## src/rtl/adc_signal_conditioner.sv

```systemverilog
// rtl/adc_signal_conditioner.sv - sampled moving-average filter for accel/CDS ADC codes with throttle level and headlight hysteresis
// Optional feature macro: ACCEL_DEADZONE_EN (forces small accelerator averages to zero)
module adc_signal_conditioner #(
  parameter int SAMPLE_DIV    = 50000,
  parameter int AVG_LOG2      = 3,
  parameter int CDS_DARK_TH   = 80,
  parameter int CDS_BRIGHT_TH = 120,
  parameter int HOLD_CNT      = 4,
  parameter int DEADZONE      = 32
) (
  input  logic       clk,
  input  logic       rst,
  input  logic [7:0] adc_accel,
  input  logic [7:0] adc_cds,
  output logic [7:0] accel_filt,
  output logic [7:0] cds_filt,
  output logic [3:0] accel_level,
  output logic       headlight_on,
  output logic       sample_valid
);

  localparam int DEPTH = 1 << AVG_LOG2;
  localparam int SW    = 8 + AVG_LOG2;
  localparam int CW    = $clog2(SAMPLE_DIV);

  localparam logic [CW-1:0]       DIV_LAST = CW'(SAMPLE_DIV - 1);
  localparam logic [CW-1:0]       DIV_STEP = CW'(1);
  localparam logic [AVG_LOG2-1:0] PTR_STEP = AVG_LOG2'(1);
  localparam logic [7:0]          DARK_TH  = 8'(CDS_DARK_TH);
  localparam logic [7:0]          BRIGHT_TH = 8'(CDS_BRIGHT_TH);
  localparam logic [3:0]          HOLD_TGT = 4'(HOLD_CNT);
  localparam logic [3:0]          HOLD_STEP = 4'd1;
  localparam logic [7:0]          DZ_TH    = 8'(DEADZONE);

  typedef enum logic [1:0] {
    S_IDLE   = 2'd0,
    S_ACCUM  = 2'd1,
    S_OUTPUT = 2'd2
  } state_t;

  typedef enum logic {
    DAY   = 1'b0,
    NIGHT = 1'b1
  } light_t;

  state_t state, state_next;
  light_t light;

  logic [CW-1:0]       div_cnt;
  logic                tick;
  logic [7:0]          cap_accel, cap_cds;
  logic [7:0]          hist_accel [DEPTH];
  logic [7:0]          hist_cds   [DEPTH];
  logic [SW-1:0]       sum_accel, sum_cds;
  logic [AVG_LOG2-1:0] wr_ptr;
  logic [3:0]          hold;

  logic [7:0] accel_avg, cds_avg, accel_out;
  logic [3:0] level_new;
  logic       qualify;
  logic [3:0] hold_inc;
  logic       toggle;

  assign tick = (div_cnt == DIV_LAST);

  // Free-running sample-rate divider, wraps after SAMPLE_DIV clocks
  always_ff @(posedge clk) begin
    if (!rst) begin
      div_cnt <= '0;
    end else if (tick) begin
      div_cnt <= '0;
    end else begin
      div_cnt <= div_cnt + DIV_STEP;
    end
  end

  // FSM state register
  always_ff @(posedge clk) begin
    if (!rst) begin
      state <= S_IDLE;
    end else begin
      state <= state_next;
    end
  end

  // FSM next-state: capture on tick, accumulate, then publish
  always_comb begin
    state_next = state;
    case (state)
      S_IDLE:   if (tick) state_next = S_ACCUM;
      S_ACCUM:  state_next = S_OUTPUT;
      S_OUTPUT: state_next = S_IDLE;
      default:  state_next = S_IDLE;
    endcase
  end

  // Averages and derived values computed from the freshly updated sums
  always_comb begin
    accel_avg = 8'(sum_accel >> AVG_LOG2);
    cds_avg   = 8'(sum_cds >> AVG_LOG2);
    accel_out = accel_avg;
`ifdef ACCEL_DEADZONE_EN
    if (accel_avg < DZ_TH) begin
      accel_out = 8'd0;
    end
`endif
    // 255*10 fits in 12 bits; the top nibble is the 0..9 level
    level_new = 4'(({4'd0, accel_out} * 12'd10) >> 8);
    qualify   = (light == DAY) ? (cds_avg < DARK_TH) : (cds_avg > BRIGHT_TH);
    hold_inc  = qualify ? (hold + HOLD_STEP) : 4'd0;
    toggle    = (hold_inc == HOLD_TGT);
  end

`ifndef ACCEL_DEADZONE_EN
  // Dead-zone threshold has no effect in this build
  logic unused_deadzone;
  assign unused_deadzone = ^DZ_TH;
`endif

  // Datapath: capture, sliding-window sum update, output publish and headlight hysteresis
  always_ff @(posedge clk) begin
    if (!rst) begin
      cap_accel    <= '0;
      cap_cds      <= '0;
      sum_accel    <= '0;
      sum_cds      <= '0;
      wr_ptr       <= '0;
      hold         <= '0;
      light        <= DAY;
      accel_filt   <= '0;
      cds_filt     <= '0;
      accel_level  <= '0;
      headlight_on <= 1'b0;
      sample_valid <= 1'b0;
      for (int i = 0; i < DEPTH; i++) begin
        hist_accel[i] <= '0;
        hist_cds[i]   <= '0;
      end
    end else begin
      sample_valid <= 1'b0;
      case (state)
        S_IDLE: begin
          if (tick) begin
            cap_accel <= adc_accel;
            cap_cds   <= adc_cds;
          end
        end
        S_ACCUM: begin
          // Oldest entry is always part of the sum, so the subtraction cannot underflow
          sum_accel          <= sum_accel + SW'(cap_accel) - SW'(hist_accel[wr_ptr]);
          sum_cds            <= sum_cds + SW'(cap_cds) - SW'(hist_cds[wr_ptr]);
          hist_accel[wr_ptr] <= cap_accel;
          hist_cds[wr_ptr]   <= cap_cds;
          wr_ptr             <= wr_ptr + PTR_STEP;
        end
        S_OUTPUT: begin
          accel_filt   <= accel_out;
          cds_filt     <= cds_avg;
          accel_level  <= level_new;
          sample_valid <= 1'b1;
          if (toggle) begin
            hold         <= 4'd0;
            light        <= (light == DAY) ? NIGHT : DAY;
            headlight_on <= (light == DAY);
          end else begin
            hold <= hold_inc;
          end
        end
        default: ;
      endcase
    end
  end

endmodule

```

## config.mk

```make
export PLATFORM = sky130hd
export DESIGN_NAME = adc_signal_conditioner
export DESIGN_NICKNAME = d
export VERILOG_FILES = /design/src/rtl/adc_signal_conditioner.sv
export SDC_FILE = /design/constraint.sdc
export NUM_CORES = 1
export LEC_CHECK = 0
export ABC_AREA = 0
export CORE_MARGIN = 5
export CORE_UTILIZATION = 40
export DETAILED_ROUTE_END_ITERATION = 10
export REMOVE_ABC_BUFFERS = 1
export SLEW_MARGIN = 20
export SYNTH_ARGS = -nofsm -noshare
export SYNTH_HDL_FRONTEND = slang
export SYNTH_SLANG_ARGS = --single-unit
```

## constraint.sdc

```tcl
create_clock -name clk -period 12.6 [get_ports clk]
set_input_delay 1.89 -clock clk [delete_from_list [all_inputs] [get_ports clk]]
set_output_delay 1.89 -clock clk [all_outputs]
set_load 0.01 [all_outputs]
```

==> metrics.csv <==
stage;metric;value;unit
status;status;completed;
sta;final period utilization;34.7;%
clock_network;number of setup buffers added after CTS;0;
global_routing;first-pass GRT wire length;39900;µm
synthesis;leading area contributor after synthesis;edfxtp_1;
floorplanning;core footprint;26200;µm²
synthesis;Post-Syn Area per Cell;11.2;µm²
sta;Final TNS setup;0;ns
synthesis;top cells by instance count after synthesis;128 x edfxtp_1, 88 x dfxtp_1, 75 x nand2_1;
synthesis;Ys Warns;0;
worst_hold_path;worst hold path type;reg2reg;
sta;min Tclk post-route;4.38;ns
setup_path;Critical Path Fanout Max;46;
sta;max-slew violations;0;
placement;Placed Area;11400;µm²
synthesis;sequential area share after synthesis;52.5;%
synthesis;area share of the largest cell type after synthesis;36.0;%
layout;fin nets;1045;
layout;number of diodes;0;
floorplanning;DIE WIDTH;173;µm
synthesis;Cells after Synth;953;
power;P_leak;4.41;nW
global_routing;total global routing overflow;0;
layout;post-route cell area;12200;µm²
sta;setup violators final;0;
setup_path;CP Data Required Time;12.74;ns
global_routing;met1 usage;22.2;%
synthesis;count leader, synth;edfxtp_1;
setup_path;arrival time worst endpoint;4.52;ns
synthesis;number of synthesized register bits;216;
clock_network;CTS H-tree depth;1;
detailed_routing;DRT antenna net count;0;
flow_run;max_cap viols;0;
synthesis;ys flop type;edfxtp_1;
global_routing;GRT met2 Usage;27.8;%
clock_network;CTS tree;done;
placement;IO Port Bufs;39;
synthesis;number of distinct library cells after synthesis;54;
floorplanning;Die Height;173;µm
detailed_routing;Iter 0 DRT Violations;487;
global_routing;busiest grt layer;met2;
sta;fmax;0.229;GHz
sta;final clock skew;0.0187;ns
clock_network;CTS root buffer;clkbuf_16;
power;PwrDens;124;nW/µm²
layout;Layout area overhead;14.0;%
clock_network;clock latency at the later pin of the worst-skew pair;0.52;ns
sta;unrepaired setup endpoints after global routing;false;
detailed_routing;total number of vias;7290;
layout;fraction of layout cells with a size suffix above 1;11.0;%
detailed_routing;# DRC;0;
setup_path;crit end category;register;
global_routing;GRT Total Usage;16.3;%
synthesis;Mapped Area;10700;µm²
detailed_routing;Via density;5.49;
floorplanning;Top-Level Pins;40;
layout;Finished Layout Cells;1327;
global_routing;GR met3 Demand/Resource;2.01;%
clock_network;maximum clock path buffer count;3;
detailed_routing;drt wl/cell;18.7;µm
global_routing;largest net degree at the start of global routing;64;
power;VDD IR max;0.0837;mV
placement;dpl hpwl;16000;µm
sta;final hold viol count;0;
clock_network;post_cts resized;0;
detailed_routing;first-pass detailed-route iteration total;5;
clock_network;CTS buffer count;25;
floorplanning;row count;59;
sta;slew margin rel.;34.8;%
setup_path;kind of start point of the critical path;input pin;
global_routing;vias in the first global route;7126;
clock_network;hold_buf cts;0;
sta;actual slew at the worst max-slew pin;0.977;ns
detailed_routing;DRT Wirelength;24800;µm
synthesis;top area cells in the synthesized netlist;edfxtp_1 36%, dfxtp_1 16%, mux4_2 6.7%;
floorplanning;full die area;30100;µm²
placement;placed cells;1282;
setup_path;Setup CP Type;in2reg;
synthesis;FFs w/ async S/R, synth;0;%
synthesis;number of enable flip-flop cells after synthesis;128;
global_routing;initial antenna violation count;0;
clock_network;clk slew on worst S/H paths;0.06;ns
floorplanning;Initial Util;40.8;%
clock_network;clock sinks;216;
placement;global placement routability congestion;0.763;
==> state kept, by name, summed over array words and instances, names as in the netlist, named ones only <==
name,count
state,2
accel_filt,8
sample_valid,1
headlight_on,1
hist_accel,64
wr_ptr,3
cap_cds,8
sum_cds,11
hold,4
cds_filt,8
div_cnt,16
sum_accel,11
accel_level,4
hist_cds,64
cap_accel,8
==> per-stage QoR <==
stage	hold slack [ns]	util, %	power, W	worst slack (ns)
finish	0.449	46.5	0.00151	8.22
global route	0.469	46.5	0.00156	8.04
CTS	0.452	46.5	0.00153	8.05
detailed placement	0.440	43.5	0.000830	7.67
global placement	0.428	43.5	0.000829	7.76
floorplan	0.418	-	0.000808	7.87
==> worst paths after layout <==
kind	start	end	slack (ns)	cells past startpoint
worst max register to register	register	sum_cds[10]	8.31	11
worst max-delay path	rst	hist_cds[0][2]	8.22	6
worst min register to register	div_cnt[0]	div_cnt[0]	0.45	1
worst min-delay path	div_cnt[0]	div_cnt[0]	0.45	1
==> worst max-delay path, stage by stage <==
cell             delay [ns]
clkdlybuf4s50_1        0.46
buf_4                  0.41
nand2_1                0.31
buf_4                  0.37
nor4_2                 0.21
nand2b_1               0.80
==> kinds of logic after synthesis <==
family / Yosys count / share of synthesized area [%]
AOI/OAI and AO/OA: 104 / 6.15
xor gates and xnor gates: 25 / 2.05
adders and majority gates: 53 / 7.33
buffers and inverters: 136 / 4.92
DFF: 216 / 52.5
muxes: 69 / 10.4
and+or+nand+nor: 350 / 16.7
==> area by class of cell <==
type / instances / area, µm²
fill: 2402 / 14000
clock inverter: 8 / 72.6
inverter: 72 / 270
tap: 335 / 419
timing repair buffer: 58 / 533
clock buffer: 37 / 712
sequential: 216 / 5610
multi-input combinational: 601 / 4570
==> cells in the final DEF, fill, tap and decap left out, types with 10 or more instances in the layout <==
master | netlist | routed
ha_1 | 37 | 37
nor3_1 | 56 | 56
mux4_2 | 32 | 32
buf_4 | 0 | 19
nand2_1 | 75 | 75
xor2_1 | 14 | 14
clkinv_1 | 14 | 15
nand3_1 | 23 | 22
and2_1 | 32 | 32
clkbuf_16 | 0 | 26
mux2_2 | 17 | 17
edfxtp_1 | 128 | 128
mux2i_1 | 20 | 20
fa_1 | 16 | 16
inv_1 | 56 | 56
xnor2_1 | 11 | 11
clkdlybuf4s50_1 | 0 | 39
dfxtp_1 | 88 | 87
a21oi_1 | 42 | 42
nor4_1 | 60 | 59
nor2_1 | 57 | 57
nand2b_1 | 10 | 10
==> routing by layer <==
layer / part of all wire [%] / wire length [µm] / up-vias
met4: 2.3 / 563 / 0
met5: 0 / 0 / -
met2: 49 / 12100 / 157
met1: 45 / 11200 / 3580
li1: - / - / 3515
met3: 3.9 / 978 / 38
==> power breakdown <==
group | internal, W | switching [W] | total, W
clock network | 0.000412 | 0.000284 | 0.000696
logic | 0.0000191 | 0.0000275 | 0.0000466
registers | 0.000762 | 0.00000565 | 0.000768
Note: power is estimated with default switching activity, not from simulation.
==> patch 1: new RTL, same settings <==
The parameter `AVG_LOG2` goes from 3 to 5.
--- a/src/rtl/adc_signal_conditioner.sv
+++ b/src/rtl/adc_signal_conditioner.sv
@@ -4,3 +4,3 @@
   parameter int SAMPLE_DIV    = 50000,
-  parameter int AVG_LOG2      = 3,
+  parameter int AVG_LOG2      = 5,
   parameter int CDS_DARK_TH   = 80,
Formal check against the unedited RTL: same outputs for any inputs over 4 cycles, from zero or initial values and one cycle with rst low; that may be too few to reach the edited logic, so the function may still have changed.
==> patch 1 against the original RTL <==
Fmax shrank 27%. Synthesized area rose to 2.6 times the old value. Total power rose to 2.7 times the old value. Combinational power increased to 2.7 times the old value. Design area grew to 2.6 times the old value. First-iteration DRC count rose to 3.4 times the old value. Sequential cell count grew 392. Routed wire length rose to 2.9 times the old value. Critical path depth rose by 9. Setup slack worse by 1600 ps. Largest cell class unchanged. Via count is 140% higher. Highest routed layer unchanged. Hold slack better by 0.90 ps. Critical endpoint is now sum_cds[10].
==> patch 1: results <==
{
  "outcome": "complete, no violations",
  "gr-usage-met1_pct": 27.4,
  "yosys-top-cells-count": "edfxtp_1, nor3_1, and2_1",
  "max_stage_delay_ps": 980,
  "cellLeakagePower_nw": 10.3,
  "synthAdderAreaFrac_pct": 3.21,
  "critical_path_arrival_ps": 6540,
  "track_usage_pct": 19.3,
  "cpLargestDelayFamily": "multiplexers",
  "htreeDepth": 2,
  "use_met2_pct": 32.2,
  "nets": 2139,
  "grt_pass1_wl_mm": 112,
  "use_met3_pct": 2.49,
  "ys_seq_area_share_pct": 61.2,
  "clock_latency_ps": 630,
  "synth_edf_count": 512,
  "slowest_stage": "dfxtp_4",
  "synth_compound_area_share_pct": 2.97,
  "netlist-cell-type-count": 56,
  "worstHoldPathCells": 2,
  "hold_end": "accel_level[0]",
  "drt_iter0_drc": 1649,
  "grt_max_degree": 68,
  "fin_skew_ps": 18.5,
  "r2r_slack_ps": 6580
}
## patch 1: kinds of logic (layout without fill, tap and decap cells)
| group | after synthesis | count (layout) |
|---|---|---|
| adders and majority gates | 63 | 63 |
| AOI/OAI and AO/OA | 145 | 145 |
| buffers and inverters | 268 | 288 |
| DFF | 608 | 608 |
| and+or+nand+nor | 774 | 774 |
| muxes | 194 | 194 |
| xor gates and xnor gates | 31 | 31 |
## patch 1: how the worst max path moves through the flow
stage / startpoint / endpoint / cells after the start
floorplan: register / sum_cds[10] / 12
global placement: register / sum_cds[10] / 15
detailed placement: register / sum_cds[10] / 15
CTS: register / sum_cds[10] / 15
global route: register / sum_cds[8] / 13
finish: register / sum_cds[10] / 15
## patch 1: per-layer routing
| layer | share of wire (%) | vias to the layer above |
|---|---|---|
| li1 | - | 7769 |
| met1 | 43 | 9031 |
| met2 | 49 | 568 |
| met3 | 5.8 | 96 |
| met4 | 2.1 | 0 |
| met5 | 0 | - |
## patch 1: layout make-up
class	instances	area, sq um	area share [%]
Sequential cell	608	17300	54.9
Multi-Input combinational cell	1207	9970	31.6
Clock buffer	75	1610	5.10
Tap cell	940	1180	3.73
Timing Repair Buffer	113	941	2.98
Clock inverter	33	267	0.845
Inverter	67	251	0.798
## patch 1: per-stage QoR
stage	util [%]	hold WS (ps)	instance area, sq um	setup WS (ps)
6_report	45.0	450	31500	6580
4_1_cts	45.0	454	31500	6450
5_1_grt	45.0	471	31500	5980
3_5_place_dp	42.3	443	29600	6510
3_3_place_gp	42.3	429	29600	6530
2_1_floorplan	-	418	27500	3770
## patch 1: power breakdown
part	switching [W]	leakage, nW	internal (W)
Combinational	0.0000788	3.45	0.0000459
Sequential	0.0000180	5.96	0.00223
Clock	0.000780	0.911	0.000966
Total	0.000877	10.3	0.00325
## patch 1: worst register-to-register path: stages, from the launching register on
cell,delay (ps)
dfxtp_4,980
buf_4,650
buf_4,660
mux4_2,610
mux4_2,510
mux2_2,320
ha_1,280
inv_1,40
ha_1,200
fa_1,420
a21oi_1,190
o21ai_0,160
or3_1,370
a21oi_1,190
xnor2_1,90
a211oi_1,230
==> patch 2: new RTL, config.mk and constraints unchanged <==
Without the edit above. Register the inputs `adc_accel` and `adc_cds` before use, without a reset. The logic sees them one clock later.
--- a/src/rtl/adc_signal_conditioner.sv
+++ b/src/rtl/adc_signal_conditioner.sv
@@ -44,2 +44,10 @@
   } light_t;
+
+  logic [7:0] adc_accel_q;
+  logic [7:0] adc_cds_q;
+
+  always_ff @(posedge clk) begin
+    adc_accel_q <= adc_accel;
+    adc_cds_q   <= adc_cds;
+  end
 
@@ -143,4 +151,4 @@
           if (tick) begin
-            cap_accel <= adc_accel;
-            cap_cds   <= adc_cds;
+            cap_accel <= adc_accel_q;
+            cap_cds   <= adc_cds_q;
           end
Check against the original RTL: same outputs for any inputs over 10 cycles, from zero or initial values and one cycle with rst low; that may be too few to reach the edited logic, so the function may still have changed.
==> patch 2 against the original RTL <==
Non-clock buffer count is the same. Synthesized cell count is 3.4% higher. Clock skew decreased by 8.2 ps. Final cell count grew 5.7%. Highest routed layer unchanged. Sequential cell count rose by 16. Total power increased by 8.3%. Core utilization is 0.38 points lower. Critical endpoint is now sum_accel[10]. Clock power rose by 10%. Setup slack improved by 89 ps. Synthesized area increased by 3.9%. Design area rose by 4.3%. Routed wire length rose by 1.1%.
==> patch 2: results <==
{
  "critical_path_peak_fanout": 32,
  "drt_iter0_drc": 603,
  "routabilityCongestion": 0.792,
  "wl_per_cell_microns": 17.9,
  "track_usage_pct": 16.0,
  "nets": 1076,
  "vias": 7316,
  "relSlewSlack_pct": 33.8,
  "layout-drive-gt1-share_pct": 13.4,
  "clk_pin_slew_ps": 60,
  "cellLeakagePower_nw": 4.47,
  "fin_skew_ps": 10.5,
  "critical_path_arrival_ps": 4730,
  "hpwl_mm": 16.2,
  "synth_flop_cell": "edfxtp_1",
  "firstDrtPassIters": 5,
  "antenna_cells": 0,
  "yosys-top-cells-count": "edfxtp_1, dfxtp_1, nand2_1",
  "numCtsBuffers": 26,
  "max_stage_delay_ps": 650,
  "synth_area_per_cell_sq_um": 11.3,
  "slowest_stage": "mux4_2",
  "ys_seq_area_share_pct": 53.4,
  "netlist-cell-type-count": 57,
  "ys_top_cells_by_area": "edfxtp_1, dfxtp_1, mux4_2",
  "cap_violations": 0,
  "fin_cells": 1402,
  "worstHoldPathCells": 2,
  "antenna_found_initial": 0,
  "cts_setup_buffers": 0,
  "synth_warnings": 0,
  "htreeDepth": 1,
  "grt_pass1_wl_mm": 40.3,
  "port_buffers": 39,
  "outcome": "complete, no violations",
  "peakVddDrop_v": 0.0000974,
  "r2r_cells": 12
}
patch 2: cell types whose count changed after synthesis, sizes merged, moves of 4 or more:
cell / delta
dfxtp: +16
nand2: +39
nor3: -4
mux2i: -15
or4: -4
a21oi: +14
a31oi: +4
clkbuf: +4
nor2: -16
nand3: -8
nor2b: +6
patch 2: layout make-up:
class                           count  area (sq um)
Fill cell                        2569         14900
Sequential cell                   232          5930
Multi-Input combinational cell    615          4630
Clock buffer                       35           739
Timing Repair Buffer               58           533
Tap cell                          378           473
Inverter                           72           270
Clock inverter                     12           131
patch 2: worst max-delay path: cells and delay by family (launching register included):
family,cells,cell delay [ps]
mux,4,1410
fa+ha+maj,2,940
compound gates,3,840
flops,1,310
simple gates,1,80
buf+inv,2,600
patch 2: through the flow:
stage / utilization, % / setup WS, ps / hold slack (ps) / cell area [sq um] / power (W)
floorplan: - / 7630 / 422 / 10800 / 0.000863
global placement: 42.9 / 7890 / 430 / 11800 / 0.000883
detailed placement: 42.9 / 7840 / 435 / 11800 / 0.000884
CTS: 46.1 / 8260 / 445 / 12700 / 0.00165
global route: 46.1 / 8050 / 463 / 12700 / 0.00169
finish: 46.1 / 8310 / 441 / 12700 / 0.00164
patch 2: path summary, 6_finish.rpt:
path                  start             to  slack, ps
max                register  sum_accel[10]       8310
min          adc_accel_q[6]   cap_accel[6]        440
max reg2reg        register  sum_accel[10]       8310
min reg2reg  adc_accel_q[6]   cap_accel[6]        440
patch 2: logic make-up after synthesis:
logic type                 Yosys count  share of synthesized area, %
AOI/OAI and AO/OA                  113                          6.49
adders and majority gates           53                          7.06
buffers and inverters              138                          5.01
xor gates and xnor gates            29                          2.29
DFF                                232                          53.4
muxes                               54                          8.67
and+or+nand+nor                    366                          17.1
patch 2: power by group:
| group | total (W) | switching [W] | internal, W |
|---|---|---|---|
| logic | 0.0000460 | 0.0000272 | 0.0000188 |
| clock network | 0.000768 | 0.000299 | 0.000470 |
| registers | 0.000822 | 0.00000607 | 0.000816 |
patch 2: metal layers:
| layer | global-route usage (%) | wire length [microns] |
|---|---|---|
| met5 | 0 | 0 |
| met4 | 3.06 | 386 |
| met3 | 3.06 | 1310 |
| met2 | 25.8 | 11500 |
| met1 | 23.0 | 11800 |
